<file path="src/rtl/sync_filter_multi.sv">
// Multi-channel input synchronizer with consecutive-sample glitch filter.
// Each channel produces a clean level plus one-cycle rise/fall pulses.
`timescale 1ns/1ps
module sync_filter_multi #(
  parameter int   WIDTH     = 4,
  parameter int   STAGES    = 2,
  parameter int   FILTER    = 3,
  parameter logic RESET_VAL = 1'b0
) (
  input  logic             clk,
  input  logic             reset_n,
  input  logic [WIDTH-1:0] d,
  output logic [WIDTH-1:0] q,
  output logic [WIDTH-1:0] rise,
  output logic [WIDTH-1:0] fall,
  output logic             changed
);

  localparam int CW = $clog2(FILTER + 1);
  localparam logic [CW-1:0] CNT_LAST = CW'(FILTER - 1);

  generate
    if (WIDTH < 1 || STAGES < 2 || FILTER < 1) begin : g_bad_params
      $fatal(1, "sync_filter_multi: need WIDTH>=1, STAGES>=2, FILTER>=1");
    end
  endgenerate

  logic [WIDTH-1:0] s;
  logic [WIDTH-1:0] q_reg;
  logic [WIDTH-1:0] q_next;
  logic [WIDTH-1:0] rise_reg;
  logic [WIDTH-1:0] rise_next;
  logic [WIDTH-1:0] fall_reg;
  logic [WIDTH-1:0] fall_next;
  logic             changed_reg;

  genvar gi;
  generate
    for (gi = 0; gi < WIDTH; gi++) begin : g_ch
      logic [STAGES-1:0] chain_reg;
      logic [CW-1:0]     cnt_reg;
      logic              differ;
      logic              commit;

      // Plain flop chain: bit 0 captures the raw input, the top bit is the synchronized sample.
      always_ff @(posedge clk or negedge reset_n) begin
        if (!reset_n) begin
          chain_reg <= {STAGES{RESET_VAL}};
        end else begin
          chain_reg <= {chain_reg[STAGES-2:0], d[gi]};
        end
      end

      assign s[gi]  = chain_reg[STAGES-1];
      assign differ = s[gi] ^ q_reg[gi];
      assign commit = differ && (cnt_reg == CNT_LAST);

      // Any sample that agrees with q restarts the count, so short excursions never commit.
      always_ff @(posedge clk or negedge reset_n) begin
        if (!reset_n) begin
          cnt_reg <= '0;
        end else if (!differ || commit) begin
          cnt_reg <= '0;
        end else begin
          cnt_reg <= cnt_reg + 1'b1;
        end
      end

      assign q_next[gi]    = commit ? s[gi] : q_reg[gi];
      assign rise_next[gi] = commit &  s[gi];
      assign fall_next[gi] = commit & ~s[gi];
    end
  endgenerate

  always_ff @(posedge clk or negedge reset_n) begin
    if (!reset_n) begin
      q_reg       <= {WIDTH{RESET_VAL}};
      rise_reg    <= '0;
      fall_reg    <= '0;
      changed_reg <= 1'b0;
    end else begin
      q_reg       <= q_next;
      rise_reg    <= rise_next;
      fall_reg    <= fall_next;
      changed_reg <= |(rise_next | fall_next);
    end
  end

  assign q       = q_reg;
  assign rise    = rise_reg;
  assign fall    = fall_reg;
  assign changed = changed_reg;

endmodule
</file>
<file path="config.mk">
export PLATFORM = sky130hd
export DESIGN_NAME = sync_filter_multi
export DESIGN_NICKNAME = d
export VERILOG_FILES = /design/src/rtl/sync_filter_multi.sv
export SDC_FILE = /design/constraint.sdc
export NUM_CORES = 1
export LEC_CHECK = 0
export ABC_AREA = 1
export CAP_MARGIN = 10
export CORE_AREA = 2 2 48 50
export CTS_CLUSTER_DIAMETER = 50
export CTS_CLUSTER_SIZE = 28
export DETAILED_ROUTE_END_ITERATION = 6
export DIE_AREA = 0 0 50 52
export PLACE_DENSITY = 0.76
export SLEW_MARGIN = 10
export SYNTH_ARGS = -nofsm -noshare
export SYNTH_HDL_FRONTEND = slang
export SYNTH_SLANG_ARGS = --single-unit
export TNS_END_PERCENT = 20
</file>
<file path="constraint.sdc">
create_clock -name clk -period 1.5 [get_ports clk]
set_input_delay 0.225 -clock clk [delete_from_list [all_inputs] [get_ports clk]]
set_output_delay 0.225 -clock clk [all_outputs]
set_load 0.02 [all_outputs]
</file>
==> results of run 1 <==
==> worst min-delay path by stage <==
stage                               startpoint                   end  slack (ns)  cells after the start
after floorplan                        reset_n               changed       -0.07                      0
after global placement    g_ch[0].chain_reg[0]  g_ch[0].chain_reg[1]        0.33                      0
after detailed placement  g_ch[3].chain_reg[0]  g_ch[3].chain_reg[1]        0.33                      0
after CTS                              reset_n                  q[3]        0.29                      2
after global routing                   reset_n               rise[0]        0.30                      2
final                                  reset_n  g_ch[1].chain_reg[1]        0.28                      2
==> layout make-up <==
cell class	count	area [um^2]
fill	168	797
sequential	29	726
multi-input combinational	47	231
timing repair buffer	19	200
inverter	18	67.6
clock buffer	8	48.8
tap	28	35.0
==> cell usage after synthesis (all sizes together) <==
cell | instances | area share
dfrtp | 29 | 0.71
o22ai | 4 | 0.024
nor2 | 16 | 0.059
inv | 18 | 0.066
nand2 | 23 | 0.094
ha | 4 | 0.049
==> stage by stage <==
stage               area, um^2  std cells  setup slack [ns]  hold slack [ns]
finish                    1310        149            0.0385            0.280
global route              1310        149           -0.0215            0.302
CTS                       1290        149            0.0105            0.288
detailed placement        1250        141             0.308            0.335
global placement          1250        141             0.336            0.334
floorplan                 1020         94             0.550          -0.0706
==> routing by layer <==
metal | up-vias | track usage | part of all wire
li1 | 331 | - | -
met2 | 16 | 0.182 | 0.49
met5 | - | 0 | 0
met1 | 308 | 0.126 | 0.40
met4 | 0 | 0.125 | 0.044
met3 | 8 | 0.0431 | 0.065
==> cell families after synthesis <==
logic type      share of synthesized area
fa+ha+maj                          0.0488
buf+inv                            0.0659
simple gates                        0.153
flops                               0.708
compound gates                     0.0244
==> power by group <==
| group | total (mW) | leakage (nW) | internal, mW | switching (mW) |
|---|---|---|---|---|
| logic | 0.661 | 0.399 | 0.256 | 0.405 |
| registers | 1.03 | 0.368 | 0.954 | 0.0787 |
| clock network | 0.420 | 0.0265 | 0.186 | 0.234 |
==> what timing repair did <==
action	CTS	global route
resized for setup	4	7
setup endpoints to repair	4	7
pin swaps	0	0
==> summary by stage, run 1 <==
Status
The flow ran to the end, and the final reports show no timing, DRC or antenna violations.

CTS
The clock net in this run drives a total of 29 sinks. The source-to-sink clock delay at the later pin of the worst-skew pair is roughly 0.32 ns. The number of setup buffers added after CTS is 0.

The buffer cell driving the clock tree root is sky130_fd_sc_hd__clkbuf_4. The clock transition at the registers of the reported paths is 0.08 ns. The CTS buffer count is 5.

TritonCTS built the clock tree. The number of hold-repair buffers added at the cts stage is 0. The H-tree was split into 2 levels. The clock passes through at most 2 buffers.

Setup path
In this run the number of cells on the critical path is 1. The arrival time of the worst setup path is 1.24 ns. The setup slack of the worst register-to-register path is roughly 0.48 ns. The worst-path cell with the longest stage delay is sky130_fd_sc_hd__clkdlybuf4s50_1. The worst setup path is of the flip-flop to output port kind. The number of buffers and inverters on the critical path is 1.

The family with the most delay on the worst path is buffers and inverters. The startpoint type of the worst setup path is a flip-flop. The cell count of the worst reg-to-reg path is 5.

Along the worst path, the maximum fanout reaches 1. For the worst setup path, the data required time is 1.27 ns. The critical path capture point is rise[3]. The capture instance of the worst register-to-register path is q[2].

The most critical setup path has its startpoint at rise[3]. The endpoint kind of the worst setup timing path is an output port. Traced cell by cell, the critical path runs through clkdlybuf4s50_1.

The largest single stage delay on the critical path is 0.59 ns. The worst register-to-register path begins at g_ch[2].cnt_reg[0].

Routing
The final route contains 663 vias. The aggregate routed wire length is 1320 um. After detailed routing, the number of remaining DRC violations is 0. The via count normalized by instance count is around 4.4. In this run, the number of DRC markers left after iteration 0 of detailed routing was 5. The number of iterations in the first detailed-routing pass is 2. Dividing the detail-routed wire length by the instance count gives 8.83 um. Once detail routing completed, the nets flagged for antenna violations numbered 0.

Timing
The total count of max-transition violations in the final report is 0. The final number of setup-violating endpoints is 0. The tightest slew margin relative to the limit is 0.773. Between clock sinks in the finished design, the worst skew comes to between 0.002 and 0.003 ns. For the final routed database, the setup TNS stands at 0 ns.

For the pin with the worst max-slew slack, the measured transition is 0.340 ns. The highest clock frequency the design can meet is 684 MHz. The worst path in the final design needs a cycle of about 1.5 ns, including I/O delays and setup. Of the available clock period, the critical path in the final layout requires 0.974. The number of endpoints with negative hold slack in the final report was 0.

GRT
The number of global-route vias before repair is 579. Global routing finished with a remaining overflow of 0. The maximum number of pins on one net before global-route repair is 30.

In the global route stage, overall resource usage came out at 0.120. The first-pass GRT wire length is 2160 um. The initial antenna violation count is 0.

Die
In this run the core area contains 17 standard-cell rows. The area inside the core boundary is 2110 um^2. 19 I/O pins were placed. The die is 52 um tall. The floorplan step set the die width to 50 um.

For this configuration, the core starts out at a cell density of 0.487. The floorplan step defined a die boundary enclosing 2600 um^2.

Cells and area
In the final layout, the share of cells above drive strength 1 is 0.0826. The number of antenna repair diodes is 0. The final design utilization is 0.622. In the layout the commonest cells are sky130_fd_sc_hd__dfrtp_1, sky130_fd_sc_hd__nand2_1, sky130_fd_sc_hd__inv_1. The layout-stage area growth over the synthesis result is 27.7%. The most common cell after layout, fill and taps aside is sky130_fd_sc_hd__dfrtp_1.

The count of nets after finishing is 130.

Yosys
The synthesized cell area is 1020 um^2. The average instance in the mapped netlist occupies 10.9 um^2. The flip-flop and latch count after synthesis is 29. In the synthesized netlist, the number of instances is 94.

The distinct cell type count after synthesis is 7. The total of warnings raised by yosys is 0. The sequential cell area fraction in the yosys report is 0.708.

The net count of the mapped netlist is ~100.

Power
The ratio of total power to cell area is 1610 nW/um^2. The completed layout was analyzed and its total power is around 2.1 mW. IR analysis of the VDD net gives a maximum drop of 0.940 mV. The analysis attributes to cell leakage a power of just under 0.8 nW.

Placed design
The global placer's final weighted congestion is 0.699. The count of buffers from port buffering is 18. Once detailed placement completed, the half-perimeter wirelength came to 967 um.

Hold path
The class of the worst hold path is primary input to async pin.

Job
The max-cap violation count is 0.
Power figures use the tool's default switching activity.
==> run 2: changes to the inputs <==
ABC_AREA = not set   (was 1)
PLACE_DENSITY = 0.75   (was 0.76)
==> summary by stage, run 2 <==
Status
The flow ran to the end, and the final reports show no timing, DRC or antenna violations.

Setup path
The launch instance of the worst register-to-register path is g_ch[1].cnt_reg[0]. The highest fanout seen on the critical path is 4. The family with the most delay on the worst path is flip-flops. The arrival time of the worst setup path is 1.10 ns. The critical path in this run is classified as flip-flop to output port. The slowest stage of the critical path is the sky130_fd_sc_hd__dfrtp_1 cell.

The most critical setup path has its startpoint at q[0]. The signal on the critical path passes through dlygate4sd2_1. The endpoint kind of the worst setup timing path is an output port. The largest stage delay on the critical path is between 0.4 and 0.5 ns. STA classifies the critical path startpoint as a flip-flop. Counting both buffers and inverters, the worst setup path holds a total of 1.

STA puts the critical path data required time at approximately 1.3 ns.

CTS
Buffers inserted to repair hold after CTS numbered 0. The clock transition at the registers of the reported paths is 0.09 ns. Counting every sink on the clock net gives 29.

TritonCTS created 5 clock buffers. The number of setup buffers added after CTS is 0. The source-to-sink clock delay at the later pin of the worst-skew pair is 0.32 ns. The maximum count of clock buffers along a single path is 2. The clock tree synthesis step divided the H-tree into 2 levels. In this run the clock root is driven by a sky130_fd_sc_hd__clkbuf_4. TritonCTS built the clock tree.

Power
The ratio of total power to cell area is 1720 nW/um^2. Of the total power, the share spent switching nets is 0.324. The combinational share of power is 0.290.

The sequential group share of total power is 0.474. Cell internal power was estimated by the tool at 1.52 mW. The post-layout total power is 2.24 mW.

The standby leakage power is 0.760 nW. The analysis attributes to net switching a power of slightly above 0.7 mW. The power share of the clock group is 0.235. Across the VDD grid, the largest voltage drop is 1.15 mV.

GRT
Entering global routing, the biggest net connects 30 pins. The number of global-route vias before repair is ~590. In the global route stage, overall resource usage came out at 0.139. The initial antenna violation count is 0. The first global-routing pass estimated between 2000 and 2500 um of wire. The total overflow left after global routing is 0.

Yosys
Sorting the synthesized cells by how often they occur yields sky130_fd_sc_hd__dfrtp_1, sky130_fd_sc_hd__inv_1, sky130_fd_sc_hd__nor3_1. Ranked by total cell area, the synthesized netlist is headed by sky130_fd_sc_hd__dfrtp_1, sky130_fd_sc_hd__ha_1, sky130_fd_sc_hd__nor3_1. In the synthesized netlist the async set-or-reset flop fraction comes to 1.00.

When the netlist entered floorplanning its net count stood at 83. The flip-flop and latch count after synthesis is 29. The mean instance size in the synthesized netlist is 13.7 um^2. Counting flops with a built-in enable in the synthesized netlist gives 0. The sequential cell area fraction in the yosys report is 0.726. sky130_fd_sc_hd__dfrtp_1 takes more of the synthesized area than any other cell. The total of warnings raised by yosys is 0. The most used standard cell by instance count after synthesis is sky130_fd_sc_hd__dfrtp_1. The cell count after synthesis came out at 73.

In the synthesized netlist the dominant register cell turns out to be sky130_fd_sc_hd__dfrtp_1. Of the post-synthesis cell area, the dominant cell type holds 0.726. The distinct cell type count after synthesis is 14.

The mapped netlist covers about 1000 um^2.

Routing
The number of iterations in the first detailed-routing pass is 4. The routed wire length per instance is 11.5 um. The via count normalized by instance count is ~4.8. The initial DRC count is 11.

The detail route stage leaves a number of antenna-violating nets equal to 0. The aggregate routed wire length is between 1000 and 1500 um. For this run, design rule violations remaining after detail routing come to 0. The total vias in the final route is 611.

Cells and area
The number of antenna repair diodes is 0. Compared with the post-synthesis result, the final layout area differs by 30.7%. The most common cell after layout, fill and taps aside is sky130_fd_sc_hd__dfrtp_1. Leaving out fill and tap cells, the most frequent cells in the layout are sky130_fd_sc_hd__dfrtp_1, sky130_fd_sc_hd__inv_1, sky130_fd_sc_hd__nor3_1. The final instance area is 1310 um^2. The count of nets after finishing is around 110. Leaving out filler cells and counting taps, the final layout contains between 100 and 150. In the final layout, the share of cells above drive strength 1 is 0.100.

Timing
The accumulated negative setup slack is 0 ns. At the pin with the least slew margin, the transition time is between 0.3 and 0.4 ns. The number of endpoints with negative hold slack in the final report is 0. The worst path in the final design needs a cycle of 1.33 ns, including I/O delays and setup. The final number of setup-violating endpoints is 0. Setup repair after global routing left no endpoint under its margin. The final critical-path share of the clock period is 0.884. The highest clock frequency the design can meet is between 700 and 800 MHz. The worst pin sits at a relative slew slack of 0.771.

For the final database, setup skew stands at 0.00979 ns. The total count of max-transition violations in the final report is 0.

Hold path
The class of the worst hold path is primary input to async pin.

Die
The core region is 2110 um^2. The starting density of the core is 0.475. The height of the die is 52 um. During I/O placement, the number of pins put on the boundary was 19.

From left edge to right edge, the die measures 50 um. The die covers 2600 um^2. The number of rows in the core area is 17.

Placed design
Detailed placement finished with a half-perimeter wire length of between 1000 and 1500 um. In this run the cell area measured after placement is between 1000 and 1500 um^2. The global placer's final weighted congestion is 0.746.

The count of buffers from port buffering is 18. After detailed placement, the design holds a cell count of 120.

Job
Max-cap violations in this run came to 0.
-- run 2: worst register-to-register path: stages (launching register included) --
cell and delay [ns]:
sky130_fd_sc_hd__dfrtp_1 0.35, sky130_fd_sc_hd__inv_1 0.04, sky130_fd_sc_hd__ha_1 0.23, sky130_fd_sc_hd__inv_1 0.12, sky130_fd_sc_hd__o22ai_1 0.09, sky130_fd_sc_hd__a221o_1 0.27
-- run 2: path summary, 6_finish.rpt --
kind                                        endpoint  depth (start not counted)  slack (ns)
worst max-delay path                            q[0]                          1        0.17
worst min-delay path              g_ch[2].cnt_reg[0]                          2        0.28
worst max register to register               changed                          5        0.28
worst min register to register  g_ch[3].chain_reg[1]                          0        0.35
max in group asynchronous       g_ch[3].chain_reg[0]                          2        0.96
min in group clk                g_ch[0].chain_reg[0]                          1        0.34
-- run 2: logic make-up after synthesis --
family          Yosys count  synth area share
flops                    29             0.726
simple gates             19            0.0976
buf+inv                  11            0.0413
compound gates            5            0.0313
xor+xnor                  4            0.0426
fa+ha+maj                 4            0.0501
mux                       1            0.0113
-- run 2: power groups by stage --
| stage | Sequential (mW) | Combinational (mW) | Clock [mW] |
|---|---|---|---|
| 2_1_floorplan | 1.17 | 0.338 | 0 |
| 3_3_place_gp | 1.07 | 0.675 | 0 |
| 3_5_place_dp | 1.09 | 0.701 | 0 |
| 4_1_cts | 1.07 | 0.670 | 0.547 |
| 5_1_grt | 1.09 | 0.735 | 0.597 |
| 6_report | 1.06 | 0.652 | 0.528 |
-- run 2: final cells by class --
cell class	instances	area, um^2
fill	183	800
sequential	29	726
multi-input combinational	33	233
timing repair buffer	19	201
clock buffer	7	65.1
inverter	11	41.3
tap	28	35.0
clock inverter	1	5.00
-- run 2: metrics by stage --
| stage | hold slack (ns) | util | worst slack (ns) |
|---|---|---|---|
| after global placement | 0.333 | 0.581 | 0.258 |
| final | 0.277 | 0.620 | 0.174 |
| after detailed placement | 0.335 | 0.581 | 0.238 |
| after floorplan | -0.0706 | - | 0.298 |
| after CTS | 0.280 | 0.611 | 0.00154 |
| after global routing | 0.305 | 0.620 | 0.109 |
-- run 2: per-layer routing --
| layer | vias to the layer above | part of all wire | track usage |
|---|---|---|---|
| li1 | 293 | - | - |
| met1 | 294 | 0.42 | 0.151 |
| met2 | 20 | 0.49 | 0.213 |
| met3 | 4 | 0.074 | 0.0690 |
| met4 | 0 | 0.020 | 0.0972 |
| met5 | - | 0 | 0 |
-- run 2: timing repair --
| action | CTS | global route |
|---|---|---|
| gates cloned | 0 | 0 |
| gates resized for setup | 5 | 8 |
| endpoints found under the setup margin | 5 | 8 |
| hold endpoints to repair | 0 | 0 |
==> run 3: changes to the inputs <==
CORE_AREA = 8 8 54 56   (was 2 2 48 50)
DIE_AREA = 0 0 62 64   (was 0 0 50 52)
==> summary by stage, run 3 (synthesis results as in run 2) <==
Setup path
STA classifies the critical path endpoint as an output port. The startpoint type of the worst setup path is a flip-flop. The highest fanout seen on the critical path is 4. The arrival time of the worst setup path is 1.10 ns. In this run the number of cells on the critical path is 1. In this design, the largest share of critical-path delay is due to flip-flops. The critical path ends at q[0]. The type of the worst setup path is flip-flop to output port. Measured in cells, the most critical reg-to-reg path has a length of 3.

The worst endpoint required time is 1.27 ns. The number of buffers and inverters on the critical path is 1. The worst register-to-register path begins at q[2]. The largest single stage delay on the critical path is 0.43 ns. The largest individual stage delay along the critical path comes from the cell sky130_fd_sc_hd__dfrtp_1. The signal on the critical path passes through dlygate4sd2_1. In this run the worst setup path begins at q[0]. In this run the register-to-register setup slack is 0.26 ns.

The worst register-to-register path ends at changed.

Cells and area
The count of nets after finishing is 109. The most common cell after layout, fill and taps aside is sky130_fd_sc_hd__dfrtp_1. The final design utilization is 0.611. After filler insertion, the fill cell instance count of the layout stands at 167. The fraction of final layout cells with drive strength greater than 1 is 0.100. In the layout the commonest cells are sky130_fd_sc_hd__dfrtp_1, sky130_fd_sc_hd__inv_1, sky130_fd_sc_hd__nor3_1. The number of antenna repair diodes is 0. The layout-stage area growth over the synthesis result is 28.8%. Summing all non-filler instances in the final layout gives an area of 1290 um^2.

CTS
The clock sink count is 29. Once the clock tree was built, the resizer swapped 6 gates to a different size. After clock tree synthesis, the setup repair step added 0 buffers.

The clock transition at the registers of the reported paths is 0.09 ns. The buffer cell driving the clock tree root is sky130_fd_sc_hd__clkbuf_4. The number of hold-repair buffers added at the cts stage is 0. Clock latency on the worst-skew pair, taken at its later pin, is between 0.3 and 0.4 ns.

The total number of H-tree levels is 2. Clock tree synthesis inserted a total of 5 buffers. The maximum count of clock buffers along a single path is 2. TritonCTS built the clock tree.

Job
The tool flagged a number of max-cap violations equal to 0.

Power
Summed over all cells, the static leakage comes to around 0.74 nW. The share of total power dissipated in the clock network is 0.201. The maximum resistive drop on vdd is just under 0.9 mV. Of the total power, the share spent switching nets is 0.338. The ratio of total power to cell area is ~1700 nW/um^2. The internal power of the cells totals 1.42 mW. Of the total power, registers draw 0.496. Power comes to 2.15 mW. The combinational share of power is 0.303.

The switching power is between 0.7 and 0.8 mW.

Routing
Once detail routing completed, the nets flagged for antenna violations numbered 0. The total vias in the final route is 604. The aggregate routed wire length is about 1500 um. The initial DRC count is 29.

The via count normalized by instance count is 4.72. The pre-antenna-repair detailed-routing pass consisted of 4 iterations. The routed wire length per instance is 11.8 um.

In the routed design, unresolved DRC markers number 0.

Timing
Based on the critical path, the design can be clocked at up to 753 MHz. Of the available clock period, the critical path in the final layout requires 0.885. The total count of max-transition violations in the final report was 0. After layout, the worst setup slack is ~0.17 ns.

The clock arrives with 0.00986 ns of skew. Setup violations remaining at the end of the flow were counted as 0. For the finished layout, the period the worst path requires is 1.33 ns. The number of endpoints with negative hold slack in the final report came to 0. Setup repair after global routing left no endpoint under its margin. The tightest slew margin relative to the limit is 0.766. The accumulated negative setup slack is 0 ns. At the pin with the least slew margin, the transition time is 0.351 ns.

GRT
The maximum number of pins on one net before global-route repair is 30. The first global-routing pass estimated 2550 um of wire. The initial antenna violation count is 0. The overall routing resource usage is 0.0904. The number of global-route vias before repair is 576.

For this run the aggregate overflow at the end of global routing stands at 0.

Placed design
Timing analysis after detailed placement gives a worst setup slack of between 0.2 and 0.25 ns. Detailed placement finished with a half-perimeter wire length of 1060 um. The count of buffers added on input and output ports is 18.

Routability-driven placement finished with a final weighted congestion of 0.849. The standard cell area after detailed placement is 1220 um^2.

Die
In this run the core area contains 17 standard-cell rows. The die covers 3970 um^2. The floorplan step defined a core boundary enclosing ~2100 um^2.

From left edge to right edge, the die measures 62 um. The count of boundary I/O pins is 19. For this configuration, the core starts out at a cell density of 0.475.

The die is between 60 and 70 um tall.

Status
The run finished with clean final reports.

Hold path
The class of the worst hold path is primary input to async pin.
run 3: changes by cell type in the layout (fill, tap and decap cells not counted), sizes merged:
cell          delta
dlymetal6s2s     -1
clkinv           +1
dlygate4sd2      +1
clkinvlp         +1
clkbuf           -2
run 3: power by group through the flow:
stage                     Combinational [mW]  Sequential (mW)  Clock (mW)
final                                  0.651             1.06       0.432
after detailed placement               0.700             1.09           0
after global placement                 0.684             1.07           0
after CTS                              0.664             1.07       0.452
after global routing                   0.736             1.09       0.484
after floorplan                        0.338             1.17           0
run 3: area by class of cell:
| type | instances | area [um^2] | share of cell area |
|---|---|---|---|
| clock inverter | 3 | 17.5 | 0.0136 |
| clock buffer | 5 | 37.5 | 0.0292 |
| multi-input combinational | 33 | 233 | 0.181 |
| timing repair buffer | 19 | 198 | 0.154 |
| tap | 28 | 35.0 | 0.0272 |
| inverter | 11 | 41.3 | 0.0321 |
| sequential | 29 | 726 | 0.564 |
run 3: metal layers:
layer | share of wire | vias up | track usage | routed length [um]
li1 | - | 289 | - | -
met1 | 0.42 | 285 | 0.104 | 626
met2 | 0.45 | 28 | 0.118 | 680
met3 | 0.12 | 2 | 0.0600 | 174
met4 | 0.015 | 0 | 0.0598 | 23
met5 | 0 | - | 0 | 0
run 3: metrics by stage:
stage               hold WS (ns)  cells
global route               0.304    128
global placement           0.333    120
CTS                        0.279    128
finish                     0.274    128
floorplan                -0.0706     73
detailed placement         0.335    120
run 3: worst min path at each step:
| stage | startpoint | endpoint | slack, ns | cells after the start |
|---|---|---|---|---|
| 5_1_grt | reset_n | g_ch[3].chain_reg[0] | 0.30 | 2 |
| 6_report | reset_n | g_ch[0].cnt_reg[1] | 0.27 | 2 |
| 2_1_floorplan | reset_n | changed | -0.07 | 0 |
| 3_5_place_dp | g_ch[2].chain_reg[0] | g_ch[2].chain_reg[1] | 0.33 | 0 |
| 3_3_place_gp | g_ch[0].chain_reg[0] | g_ch[0].chain_reg[1] | 0.33 | 0 |
| 4_1_cts | reset_n | g_ch[0].cnt_reg[1] | 0.28 | 2 |
